### src/rtl/md_pkg.sv
// Shared encodings for the HI/LO issue path: decode op classes, unit MDOp/MTOp
// codes and the scheduler state set.
package md_pkg;

  localparam logic [3:0] OP_NONE  = 4'd0;
  localparam logic [3:0] OP_MULT  = 4'd1;
  localparam logic [3:0] OP_MULTU = 4'd2;
  localparam logic [3:0] OP_DIV   = 4'd3;
  localparam logic [3:0] OP_DIVU  = 4'd4;
  localparam logic [3:0] OP_MADD  = 4'd5;
  localparam logic [3:0] OP_MTHI  = 4'd6;
  localparam logic [3:0] OP_MTLO  = 4'd7;
  localparam logic [3:0] OP_MFHI  = 4'd8;
  localparam logic [3:0] OP_MFLO  = 4'd9;

  localparam logic [2:0] MD_NONE  = 3'b000;
  localparam logic [2:0] MD_MULT  = 3'b001;
  localparam logic [2:0] MD_MULTU = 3'b010;
  localparam logic [2:0] MD_DIV   = 3'b011;
  localparam logic [2:0] MD_DIVU  = 3'b100;
  localparam logic [2:0] MD_MADD  = 3'b101;

  localparam logic [1:0] MT_NONE  = 2'b00;
  localparam logic [1:0] MT_HI    = 2'b01;
  localparam logic [1:0] MT_LO    = 2'b10;

  typedef enum logic [1:0] {ST_IDLE, ST_ISSUE, ST_WAIT} state_e;

  function automatic logic is_md(logic [3:0] op);
    return (op >= OP_MULT) && (op <= OP_MADD);
  endfunction

  function automatic logic is_mt(logic [3:0] op);
    return (op == OP_MTHI) || (op == OP_MTLO);
  endfunction

  function automatic logic is_mf(logic [3:0] op);
    return (op == OP_MFHI) || (op == OP_MFLO);
  endfunction

  function automatic logic [2:0] md_enc(logic [3:0] op);
    case (op)
      OP_MULT:  return MD_MULT;
      OP_MULTU: return MD_MULTU;
      OP_DIV:   return MD_DIV;
      OP_DIVU:  return MD_DIVU;
      OP_MADD:  return MD_MADD;
      default:  return MD_NONE;
    endcase
  endfunction

  function automatic logic [1:0] mt_enc(logic [3:0] op);
    case (op)
      OP_MTHI: return MT_HI;
      OP_MTLO: return MT_LO;
      default: return MT_NONE;
    endcase
  endfunction

endpackage

### src/rtl/md_sched_if.sv
// Decode-side request/stall and unit-side control bundle for md_sched.
interface md_sched_if #(parameter int CNT_W = 32);
  logic             req_valid;
  logic [3:0]       req_op;
  logic             flush;
  logic             md_busy;
  logic             stall;
  logic             md_start;
  logic [2:0]       md_op;
  logic [1:0]       mt_op;
  logic             opnd_le;
  logic             wd_err;
  logic [CNT_W-1:0] stall_cnt;

  modport master (
    output req_valid, req_op, flush, md_busy,
    input  stall, md_start, md_op, mt_op, opnd_le, wd_err, stall_cnt
  );

  modport slave (
    input  req_valid, req_op, flush, md_busy,
    output stall, md_start, md_op, mt_op, opnd_le, wd_err, stall_cnt
  );
endinterface

### src/rtl/md_wdog.sv
// Watchdog cycle counter: counts while enabled, clears on clr, flags the
// TIMEOUT-th enabled cycle.
module md_wdog #(
  parameter int TIMEOUT = 16
) (
  input  logic Clk,
  input  logic Reset,
  input  logic clr,
  input  logic en,
  output logic term
);
  logic [7:0] cnt;

  assign term = en && (cnt == 8'(TIMEOUT - 1));

  always_ff @(posedge Clk) begin
    if (Reset || clr)     cnt <= '0;
    else if (en && !term) cnt <= cnt + 8'd1;
  end
endmodule

### src/rtl/md_sched.sv
// Issue/stall controller in front of the multiply/divide unit; orders HI/LO
// accesses against in-flight results and watches for a hung unit.
module md_sched
  import md_pkg::*;
#(
  parameter int TIMEOUT = 16,
  parameter int CNT_W   = 32
) (
  input logic       Clk,
  input logic       Reset,
  md_sched_if.slave bus
);
  state_e           state, state_nxt;
  logic [3:0]       op;
  logic             present, unit_hold, hazard, stall_c;
  logic             accept, acc_md, acc_mt;
  logic             wd_term, wd_fire;
  logic             md_start_q, wd_err_q;
  logic [2:0]       md_op_q;
  logic [1:0]       mt_op_q;
  logic [CNT_W-1:0] cnt_q;

  assign op      = bus.req_op;
  assign present = bus.req_valid && !bus.flush && (is_md(op) || is_mt(op) || is_mf(op));
  assign wd_fire = wd_term && bus.md_busy;

  md_wdog #(.TIMEOUT(TIMEOUT)) u_wdog (
    .Clk   (Clk),
    .Reset (Reset),
    .clr   (state != ST_WAIT),
    .en    (state == ST_WAIT),
    .term  (wd_term)
  );

  always_ff @(posedge Clk) begin
    if (Reset) state <= ST_IDLE;
    else       state <= state_nxt;
  end

  always_comb begin
    state_nxt = state;
    unique case (state)
      ST_IDLE:  if (acc_md) state_nxt = ST_ISSUE;
      ST_ISSUE: state_nxt = ST_WAIT;
      // Result ready: either chain straight into the next op or go idle.
      ST_WAIT:  if (!bus.md_busy) state_nxt = acc_md ? ST_ISSUE : ST_IDLE;
                else if (wd_term) state_nxt = ST_IDLE;
      default:  state_nxt = ST_IDLE;
    endcase
  end

  // md_busy is meaningless during ISSUE, so that cycle always holds the unit.
  always_comb begin
    unit_hold = (state == ST_ISSUE) || ((state == ST_WAIT) && bus.md_busy);
    hazard    = is_mf(op) && (mt_op_q != MT_NONE);
    stall_c   = present && (unit_hold || hazard);
    accept    = present && !stall_c;
    acc_md    = accept && is_md(op);
    acc_mt    = accept && is_mt(op);
  end

  always_ff @(posedge Clk) begin
    if (Reset) begin
      md_start_q <= 1'b0;
      md_op_q    <= MD_NONE;
      mt_op_q    <= MT_NONE;
      wd_err_q   <= 1'b0;
      cnt_q      <= '0;
    end else begin
      md_start_q <= acc_md;
      md_op_q    <= acc_md ? md_enc(op) : MD_NONE;
      mt_op_q    <= acc_mt ? mt_enc(op) : MT_NONE;
      if (wd_fire) wd_err_q <= 1'b1;
      if (stall_c && !(&cnt_q)) cnt_q <= cnt_q + CNT_W'(1);
    end
  end

  assign bus.stall     = stall_c;
  assign bus.opnd_le   = acc_md || acc_mt;
  assign bus.md_start  = md_start_q;
  assign bus.md_op     = md_op_q;
  assign bus.mt_op     = mt_op_q;
  assign bus.wd_err    = wd_err_q;
  assign bus.stall_cnt = cnt_q;
endmodule
### src/flat_wrapper.sv
// flat-port wrapper written by rule: the top's interface ports become plain ports
module md_sched_flat import md_pkg::*;
#(
  parameter int TIMEOUT = 16,
  parameter int CNT_W   = 32
)
  (Clk, Reset, bus_req_valid, bus_req_op, bus_flush, bus_md_busy, bus_stall, bus_md_start, bus_md_op, bus_mt_op, bus_opnd_le, bus_wd_err, bus_stall_cnt);
  md_sched_if #(.CNT_W(CNT_W)) bus_i ();
  input logic Clk;
  input logic Reset;
  input wire logic [$bits(bus_i.req_valid)-1:0] bus_req_valid;
  input wire logic [$bits(bus_i.req_op)-1:0] bus_req_op;
  input wire logic [$bits(bus_i.flush)-1:0] bus_flush;
  input wire logic [$bits(bus_i.md_busy)-1:0] bus_md_busy;
  output wire logic [$bits(bus_i.stall)-1:0] bus_stall;
  output wire logic [$bits(bus_i.md_start)-1:0] bus_md_start;
  output wire logic [$bits(bus_i.md_op)-1:0] bus_md_op;
  output wire logic [$bits(bus_i.mt_op)-1:0] bus_mt_op;
  output wire logic [$bits(bus_i.opnd_le)-1:0] bus_opnd_le;
  output wire logic [$bits(bus_i.wd_err)-1:0] bus_wd_err;
  output wire logic [$bits(bus_i.stall_cnt)-1:0] bus_stall_cnt;
  assign bus_i.req_valid = bus_req_valid;
  assign bus_i.req_op = bus_req_op;
  assign bus_i.flush = bus_flush;
  assign bus_i.md_busy = bus_md_busy;
  assign bus_stall = bus_i.stall;
  assign bus_md_start = bus_i.md_start;
  assign bus_md_op = bus_i.md_op;
  assign bus_mt_op = bus_i.mt_op;
  assign bus_opnd_le = bus_i.opnd_le;
  assign bus_wd_err = bus_i.wd_err;
  assign bus_stall_cnt = bus_i.stall_cnt;
  md_sched #(.TIMEOUT(TIMEOUT), .CNT_W(CNT_W)) u_core (.Clk(Clk), .Reset(Reset), .bus(bus_i));
endmodule
### config.mk
export PLATFORM = sky130hd
export DESIGN_NAME = md_sched_flat
export DESIGN_NICKNAME = d
export VERILOG_FILES = /design/src/rtl/md_pkg.sv /design/src/rtl/md_sched_if.sv /design/src/rtl/md_wdog.sv /design/src/rtl/md_sched.sv /design/src/flat_wrapper.sv
export SDC_FILE = /design/constraint.sdc
export NUM_CORES = 1
export LEC_CHECK = 0
export CAP_MARGIN = 20
export CORE_MARGIN = 4
export CORE_UTILIZATION = 25
export CTS_CLUSTER_DIAMETER = 150
export DETAILED_ROUTE_END_ITERATION = 16
export GPL_ROUTABILITY_DRIVEN = 1
export SLEW_MARGIN = 20
export SYNTH_ARGS = -nofsm -noshare
export SYNTH_HDL_FRONTEND = slang
export SYNTH_SLANG_ARGS = --single-unit
### constraint.sdc
create_clock -name Clk -period 2 [get_ports Clk]
set_input_delay 0.4 -clock Clk [delete_from_list [all_inputs] [get_ports Clk]]
set_output_delay 0.4 -clock Clk [all_outputs]
set_load 0.05 [all_outputs]
# Yosys cells after proc, flatten, opt, wreduce, memory -nomap -nowiden
# Cells that the tools add are included.
[totals] ff_bits=49 input_bits=9 output_inout_bits=41 word_cells=66
[classes] addsub=2 magnitude_cmp=2 eq_ne=15 n_mux=7 bitwise=2 n_reduce_logical=31
[ops] op="adder 32 x 1 -> 32 bit, second input constant" n=1
[ops] op="AND reduction 32 bit" n=1
[ops] op="equality test 4 x 3 -> 1 bit, second input constant" n=4
[ops] op="one-hot mux 3 bit (5 select lines)" n=1
[ops] op="logical AND 1 bit" n=13
[ops] op="adder 8 x 1 -> 8 bit, second input constant" n=1
[ops] op="equality test 4 x 2 -> 1 bit, second input constant" n=2
[ops] op="equality test 4 bit, second input constant" n=2
[ops] op="equality test 8 x 4 -> 1 bit, second input constant" n=1
[ops] op="logical OR 1 bit" n=8
[ops] op="2-to-1 mux 2 bit" n=3
[ops] op="one-hot mux 2 bit (3 select lines)" n=1
[ops] op="equality test 4 x 1 -> 1 bit, second input constant" n=1
[ops] op=">= comparator 4 x 1 -> 1 bit, second input constant" n=1
[ops] op="<= comparator 4 x 3 -> 1 bit, second input constant" n=1
[ops] op="logical NOT 1 bit" n=4
[ops] op="one-hot mux 2 bit (2 select lines)" n=1
[ops] op="OR reduction 2 bit" n=2
[ops] op="!= test 3 x 2 -> 1 bit, second input constant" n=1
[ops] op="equality test 2 x 1 -> 1 bit, second input constant" n=1
[ops] op="equality test 2 bit, second input constant" n=1
[ops] op="logical NOT 2 bit" n=1
[ops] op="!= test 2 x 1 -> 1 bit, second input constant" n=1
[ops] op="!= test 2 bit, second input constant" n=1
[ops] op="other kinds (4)" n=5

# Longest topological paths before layout
# Gate-level depths: netlist of run 1.
[logic_depth] word_depth=12 ltp_mapped=7

# Cells and area by module
# From an unflattened synthesis of run 1, not the netlist that was laid out.
[hier_totals] cells_unflattened=303 hier_area_um2=2568.7
[modules_own_cells] module="md_sched" instances=1 cells_per_inst=256 area_per_inst_um2=2159.6
[modules_own_cells] module="md_wdog" instances=1 cells_per_inst=47 area_per_inst_um2=409.1

# Worst setup path before layout of run 1
# No wires, ideal clock.
[synth_timing] path_type="input to output" from="in bus_req_op[1]" to="out bus_opnd_le" arrival_ns=1.993 t_required_ns=1.600 setup_slack_ns=-0.393 cell_stages=4 n_path_buf=1 path_cell_list="o21ai_0 and4bb_1 buf_4 nor3b_1"
[synth_between] elab_chain_cells=10
[synth_rtl] item="from (decl)" line_no="flat_wrapper.sv:12" rtl="input wire logic [$bits(bus_i.req_op)-1:0] bus_req_op;"
[synth_rtl] item=">= comparator 4 x 1 -> 1 bit (tied with other cells)" line_no="md_pkg.sv:30" rtl="return (op >= OP_MULT) && (op <= OP_MADD);"
[synth_rtl] item="logical AND 1 bit or logical OR 1 bit (tied branches)" line_no="md_pkg.sv:30, md_pkg.sv:34"
[synth_rtl] item="logical OR 1 bit (2 in a row)" line_no="md_sched.sv:24" rtl="assign present = bus.req_valid && !bus.flush && (is_md(op) || is_mt(op) || is_mf(op));"
[synth_rtl] item="logical AND 1 bit" line_no="md_sched.sv:24"
[synth_rtl] item="logical AND 1 bit" line_no="md_sched.sv:56" rtl="stall_c = present && (unit_hold || hazard);"
[synth_rtl] item="logical NOT 1 bit" line_no="md_sched.sv:57" rtl="accept = present && !stall_c;"
[synth_rtl] item="logical AND 1 bit" line_no="md_sched.sv:57"
[synth_rtl] item="logical AND 1 bit, on equally long branches" line_no="md_sched.sv:58, md_sched.sv:59"
[synth_rtl] item="logical OR 1 bit *" line_no="md_sched.sv:79" rtl="assign bus.opnd_le = acc_md || acc_mt;"
[synth_rtl] item="to (decl)" line_no="flat_wrapper.sv:19" rtl="output wire logic [$bits(bus_i.opnd_le)-1:0] bus_opnd_le;"
# Every way passes the cells marked *; elsewhere a longest branch is shown, timed or not.

# Worst setup path after layout of run 1
[layout_timing] from="in bus_req_op[3]" to="out bus_stall"
[layout_between] elab_chain_cells=6
[layout_rtl] item=">= comparator 4 x 1 -> 1 bit (tied with other cells)" line_no="md_pkg.sv:30"
[layout_rtl] item="logical AND 1 bit or logical OR 1 bit (tied branches)" line_no="md_pkg.sv:30, md_pkg.sv:34"
[layout_rtl] item="logical OR 1 bit (2 in a row)" line_no="md_sched.sv:24"
[layout_rtl] item="logical AND 1 bit" line_no="md_sched.sv:24"
[layout_rtl] item="logical AND 1 bit *" line_no="md_sched.sv:56"
[layout_rtl] item="to (decl)" line_no="flat_wrapper.sv:15" rtl="output wire logic [$bits(bus_i.stall)-1:0] bus_stall;"
# Marked as above.

==> results of run 1 <==
==> tightest hold or removal path, stage by stage <==
cell and delay (ps):
dlygate4sd2_1 210, buf_4 120, nor3_1 40
==> cell usage in the layout, fill, tap and decap left out, drive strengths merged, types with 3 or more instances in the layout <==
cell type | netlist | layout
nor2 | 24 | 24
nor4 | 9 | 9
nand4 | 12 | 12
clkdlybuf4s50 | 0 | 20
nand3 | 16 | 16
buf | 6 | 70
dfxtp | 49 | 49
nor2b | 10 | 10
or3 | 9 | 9
or2 | 3 | 3
a21oi | 24 | 24
or4 | 13 | 13
clkbuf | 8 | 5
inv | 9 | 8
o21ai | 10 | 10
xor2 | 5 | 5
nor3 | 10 | 10
and3 | 5 | 5
mux2 | 8 | 8
nand2 | 16 | 16
and4 | 3 | 3
dlygate4sd2 | 0 | 6
o31ai | 12 | 12
dlymetal6s2s | 0 | 4
nor3b | 6 | 6
==> cells by family after synthesis <==
family | after synthesis
flip-flops | 49
AO/OA/AOI/OAI | 54
XOR/XNOR | 7
multiplexers | 8
buffers and inverters | 23
adder cells (fa/ha/maj) | 2
AND/OR/NAND/NOR | 146
==> sequential cells by signal, indices dropped and copies added (netlist names) <==
signal                count
u_core.bus.md_op          3
u_core.bus.md_start       1
u_core.bus.mt_op          2
u_core.bus.stall_cnt     32
u_core.bus.wd_err         1
u_core.state              2
u_core.u_wdog.cnt         8
==> routing by layer <==
layer	global-route usage (%)	up-vias	routed length, um
li1	-	1269	-
met1	15.7	1166	3300
met2	17.5	56	2960
met3	2.95	7	358
met4	3.84	0	89
met5	0	-	0
==> synthesized netlist by cell type, types with 2 or more instances <==
master and instances:
and4_1 3, clkbuf_1 7, nor2b_1 10, or3_1 9, nor2_1 23, a31oi_1 2, mux2_2 8, ha_1 2
or2_2 2, nor3_1 10, xor2_1 5, o21ai_0 10, nand3_1 16, inv_1 9, nor4_1 8, nor3b_1 5
and3_1 5, nand2_1 16, xnor2_1 2, buf_2 5, or4_1 12, o31ai_1 12, nand4_1 11, or4b_1 2
nand2b_1 2, dfxtp_1 49, a21oi_1 24, and2_1 2
==> stage by stage <==
step           setup WS, ps  instance area [um2]  std cells  total power [uW]
2_1_floorplan          6.06                 2490        289              1040
3_3_place_gp           -499                 3430        502              1080
3_5_place_dp           -554                 3430        502              1080
4_1_cts                -196                 3600        513              1920
5_1_grt               -76.6                 3650        513              1970
6_report              -15.6                 3650        513              1900
==> what timing repair did <==
action / CTS / global route
pin swaps: 6 / 4
buffers inserted: 4 / 1
hold buffers: 0 / 0
endpoints found under the setup margin: 32 / 20
gates resized for setup: 17 / 15
==> final timing paths <==
check                          start                  endpoint  slack (ps)  depth (start not counted)
min                    bus_req_op[0]       u_core.bus.mt_op[0]         500                          3
max reg2reg  u_core.bus.stall_cnt[6]  u_core.bus.stall_cnt[19]          40                          6
max                    bus_req_op[3]                 bus_stall         -20                          7
min reg2reg  u_core.bus.stall_cnt[0]   u_core.bus.stall_cnt[0]         510                          2
==> layout make-up <==
| class | count | area [um2] | share of cell area, % |
|---|---|---|---|
| multi-input combinational | 217 | 1440 | 39.3 |
| tap | 129 | 161 | 4.42 |
| timing repair buffer | 101 | 875 | 23.9 |
| sequential | 49 | 1010 | 27.6 |
| clock inverter | 3 | 65.1 | 1.78 |
| clock buffer | 5 | 68.8 | 1.88 |
| inverter | 9 | 37.5 | 1.03 |
==> power groups by stage <==
stage          Clock [uW]  Sequential [uW]  Combinational, uW
2_1_floorplan           0             1000               31.2
4_1_cts               864              978               83.1
3_3_place_gp            0             1000               80.2
3_5_place_dp            0             1000               81.1
6_report              834              978               85.9
5_1_grt               897              978               92.7
==> impl_metrics.yaml, run 1 <==
setup_path:
  worst_path_dominant_cell_family: "buffers and inverters"
  timing_worst_setup_path_type: "in2out"
  worst_ep_required_time_ps: 1600
  worstPathCellList: "dlygate4sd2_1 -> buf_6 -> a311o_1 -> buf_4 -> nand2_4 -> clkinvlp_4 -> buf_12"
  critical_path.n_buffers_inverters: 5
  max_stage_delay_ps: 360
  critical_path.max_fanout: 3
  crit_path_top_delay_cell: "a311o_1"
  worstPathArrival_ps: 1620
  worst_setup_path_end_kind: "output pin"
  start_kind: "input port"
logic_synthesis:
  synth_top_cell_area_share_pct: 39.9
  synth_top_family_by_area: "simple AND/OR/NAND/NOR gates"
  synth_xor_area_share_pct: 2.49
  net_count_synth: 300
  synth.ff_latch_count: 49
  mappedNetlistArea_um2: 2460
  ys_types: 46
  synth-edff-count: 0
  synth-main-ff-cell: "dfxtp_1"
  synth.yosys.seq_area_share_pct: 39.9
  synth.top_cells.by_area: "dfxtp_1, a21oi_1, mux2_2"
  synth-warning-count: 0
  avgSynthCellArea_um2: 8.51
  synthCells: 289
  share_of_cell_area_taken_by_muxes_after_synthesis_pct: 3.66
  ys_async_sr_fraction_pct: 0
  synth.largest_area_cell: "dfxtp_1"
  post_synth_and_or_nand_nor_area_fraction_pct: 35.4
  synthesized_area_fraction_occupied_by_adder_cells_pct: 1.02
  synth_compound_gate_area_share_pct: 13.5
power:
  pwr-share-clk_pct: 44.0
  seq_power_share_pct: 51.5
  power_leakage_uw: 0.00138
  p_switching_uw: 384
  switching_share_pct: 20.2
  worst_ir_drop_vdd_mv: 0.247
  power_density_nw_per_um2: 519
  combinationalPowerShare_pct: 4.5
  p_int_uw: 1510
die:
  initial_utilization_pct: 26.1
  die-width_um: 107
  number_of_top_level_design_ports: 50
  placeableCoreArea_um2: 9420
  die_h_um: 107
  row_count: 35
  floorplan.die_area_um2: 11500
clock_tree:
  path_clk_slew_ps: 90
  clk_root_buffer_cell: "clkbuf_8"
  cts_buffers: 5
  clk_path_buf_depth: 2
  cts.sink_count: 49
  clkLatencyLatePin_ps: 300
  cts_tree: "yes"
  clock_tree.htree_level_count: 2
timing:
  fmaxAchievable_mhz: 496
  final.period_utilization_pct: 101
  worst_slew_margin_rel_pct: 64.8
  final-setup-viol-count: 1
  setup_slack_ps: -15.6
  rsz0062_at_grt: "true"
  finalSetupTns_ps: -15.6
  finalHoldViolCount: 0
  final_critical_path_time_including_i_o_delays_and_setup_ps: 2020
  hold_ws_ps: 503
  transition_time_of_the_tightest_slew_check_pin_ps: 526
  finClkSkew_ps: 4.39
  maxSlewViolCount: 0
worst_hold_path:
  worstHoldPathType: "in2reg"
route:
  detail_route.drc_violations: 0
  drtIter0Drc: 95
  viasPerCell: 4.87
  route.vias.total: 2498
  dr.pass1.iters: 4
  routed_wirelength_um: 6710
  drtAntennaViolNets: 0
  route.detailed.wl_per_inst_um: 13.1
place:
  detailedPlacementHpwl_um: 4910
  place.gp.congestion: 0.793
  number_of_i_o_port_buffers: 49
run_status:
  failed_checks: "negative setup slack"
  outcome: "finished with violations"
global_routing:
  groute.usage.overall_pct: 11.5
  via_count_of_the_first_global_routing_pass: 2276
  pin_count_of_the_biggest_net_entering_global_routing: 31
  globalRoute.totalOverflow: 0
  antenna_found_initial: 0
  first_pass_grt_wire_length_um: 10900
final_layout:
  final.fill_count: 952
  drive_above_1_share_pct: 33.3
  syn_to_final_growth_pct: 48.6
  antenna_cells: 0
  final_design_utilization_pct: 38.8
  num-nets-final: 394
job:
  timing.max_cap.violations: 0
(Power assumes the default switching activity.)
==> inputs of run 2 (changes only) <==
Settings changed: RECOVER_POWER set to 25.
==> run 2 against run 1 <==
Against the previous run: the flow still finishes with violations (negative setup slack); sequential share of layout area rose by 0.46 points; clock skew is essentially flat; sequential power about the same; clock power about the same; die area stayed put; highest routed layer unchanged.
==> impl_metrics.yaml, run 2 (same netlist as run 1, synthesis figures left out) <==
run_status:
  outcome: "finished with violations"
  failed_checks: "negative setup slack"
timing:
  fmaxAchievable_mhz: 496
  worst_slew_margin_rel_pct: 59.1
  rsz0062_at_grt: "true"
  final-setup-viol-count: 1
  setup_slack_ps: -15.3
  final.period_utilization_pct: 101
  final_critical_path_time_including_i_o_delays_and_setup_ps: 2020
  transition_time_of_the_tightest_slew_check_pin_ps: 616
  finClkSkew_ps: 4.68
  finalHoldViolCount: 0
  maxSlewViolCount: 0
final_layout:
  drive_above_1_share_pct: 29.2
  finish.cell_count_without_fillers: 513
  syn_to_final_growth_pct: 46.2
  final_design_utilization_pct: 38.2
  multiInputGateArea_um2: 1440
  num-nets-final: 394
  final_common_cell: "buf_4"
  largest_reg_flops: 32
  design_area_um2: 3590
  layout_common_cells: "buf_4, dfxtp_1, a21oi_1"
  final-seq-area_um2: 1010
  final.fill_count: 968
  antenna_cells: 0
power:
  power_leakage_uw: 0.00131
  p_int_uw: 1510
  seq_power_share_pct: 51.5
  worst_ir_drop_vdd_mv: 0.247
  combinationalPowerShare_pct: 4.5
  pwr-share-clk_pct: 44.0
  switching_share_pct: 20.3
  p_switching_uw: 385
  total_power_uw: 1900
  power_density_nw_per_um2: 528
place:
  place.gp.congestion: 0.793
  placed_cell_area_um2: 3430
  number_of_i_o_port_buffers: 49
  detailedPlacementHpwl_um: 4910
  dp_cells: 502
  post-place-ws_ps: -554
die:
  die-width_um: 107
  floorplan.die_area_um2: 11500
  number_of_top_level_design_ports: 50
  die_h_um: 107
  row_count: 35
  placeableCoreArea_um2: 9420
  initial_utilization_pct: 26.1
worst_hold_path:
  worstHoldPathType: "in2reg"
  worst_hold_path.num_cells: 3
setup_path:
  worst_setup_path_end_kind: "output pin"
  start_kind: "input port"
  worstPathCellList: "dlygate4sd2_1 -> buf_6 -> a311o_1 -> buf_4 -> nand2_4 -> clkinvlp_4 -> buf_12"
  cp_num_cells: 7
  worst_r2r_path_depth: 6
  timing_worst_setup_path_type: "in2out"
  crit_path_top_delay_cell: "a311o_1"
  worst_ep_required_time_ps: 1600
  max_stage_delay_ps: 360
  worstPathArrival_ps: 1620
  critical_path.n_buffers_inverters: 5
  critical_path.max_fanout: 3
  worst_path_dominant_cell_family: "buffers and inverters"
global_routing:
  via_count_of_the_first_global_routing_pass: 2276
  groute.usage.overall_pct: 11.5
  antenna_found_initial: 0
  globalRoute.totalOverflow: 0
  first_pass_grt_wire_length_um: 10900
  pin_count_of_the_biggest_net_entering_global_routing: 31
route:
  detail_route.drc_violations: 0
  routed_wirelength_um: 6730
  drtAntennaViolNets: 0
  dr.pass1.iters: 4
  route.detailed.wl_per_inst_um: 13.1
  viasPerCell: 4.87
  drtIter0Drc: 118
  route.vias.total: 2500
job:
  timing.max_cap.violations: 0
clock_tree:
  clk_path_buf_depth: 2
  cts_tree: "yes"
  ctsHoldBuffers: 0
  clkLatencyLatePin_ps: 300
  cts_buffers: 5
  cts.sink_count: 49
  path_clk_slew_ps: 90
  clock_tree.htree_level_count: 2
  clk_root_buffer_cell: "clkbuf_8"
-- run 2: cell count changes in the layout (fill, tap and decap cells not counted), sizes merged --
cell	before	now
buf	70	54
clkbuf	5	21
-- run 2: area by class of cell --
type,instances,area share (%)
Inverter,9,1.04
Multi-Input combinational cell,217,40.0
Clock inverter,3,1.81
Sequential cell,49,28.1
Clock buffer,5,1.92
Timing Repair Buffer,101,22.7
Tap cell,129,4.49
-- run 2: what timing repair did --
item                                    CTS  global route
endpoints found under the setup margin   32            20
pin swaps                                 6             4
gates resized for setup                  17            15
buffers inserted                          4             1
-- run 2: path summary, 6_finish.rpt --
kind	startpoint	slack (ps)	to
worst max register to register	u_core.bus.stall_cnt[6]	40	u_core.bus.stall_cnt[19]
worst min register to register	u_core.bus.wd_err	510	u_core.bus.wd_err
worst max-delay path	bus_req_op[3]	-20	bus_stall
worst min-delay path	bus_req_op[0]	500	u_core.bus.mt_op[0]
-- run 2: tightest hold or removal path, delay by kind of cell --
family / cells / cell delay [ps]
buffers and inverters: 2 / 330
AND/OR/NAND/NOR: 1 / 40
-- run 2: layer usage --
metal	part of all wire, %	global-route usage [%]
met2	44	17.5
met3	5.3	2.95
met4	1.3	3.84
met5	0	0
met1	50	15.7
-- run 2: power by group through the flow --
stage          sequential (uW)  clock, uW  combinational [uW]
3_5_place_dp              1000          0                81.1
3_3_place_gp              1000          0                80.2
6_report                   978        835                86.1
5_1_grt                    978        897                92.7
2_1_floorplan             1000          0                31.2
4_1_cts                    978        864                83.1
-- run 2: metrics by stage --
| step | hold slack [ps] | TNS, ps |
|---|---|---|
| after CTS | 489 | -196 |
| after global routing | 518 | -235 |
| after detailed placement | 495 | -15240 |
| after global placement | 491 | -13860 |
| final | 503 | -15.3 |
| after floorplan | 472 | 0 |
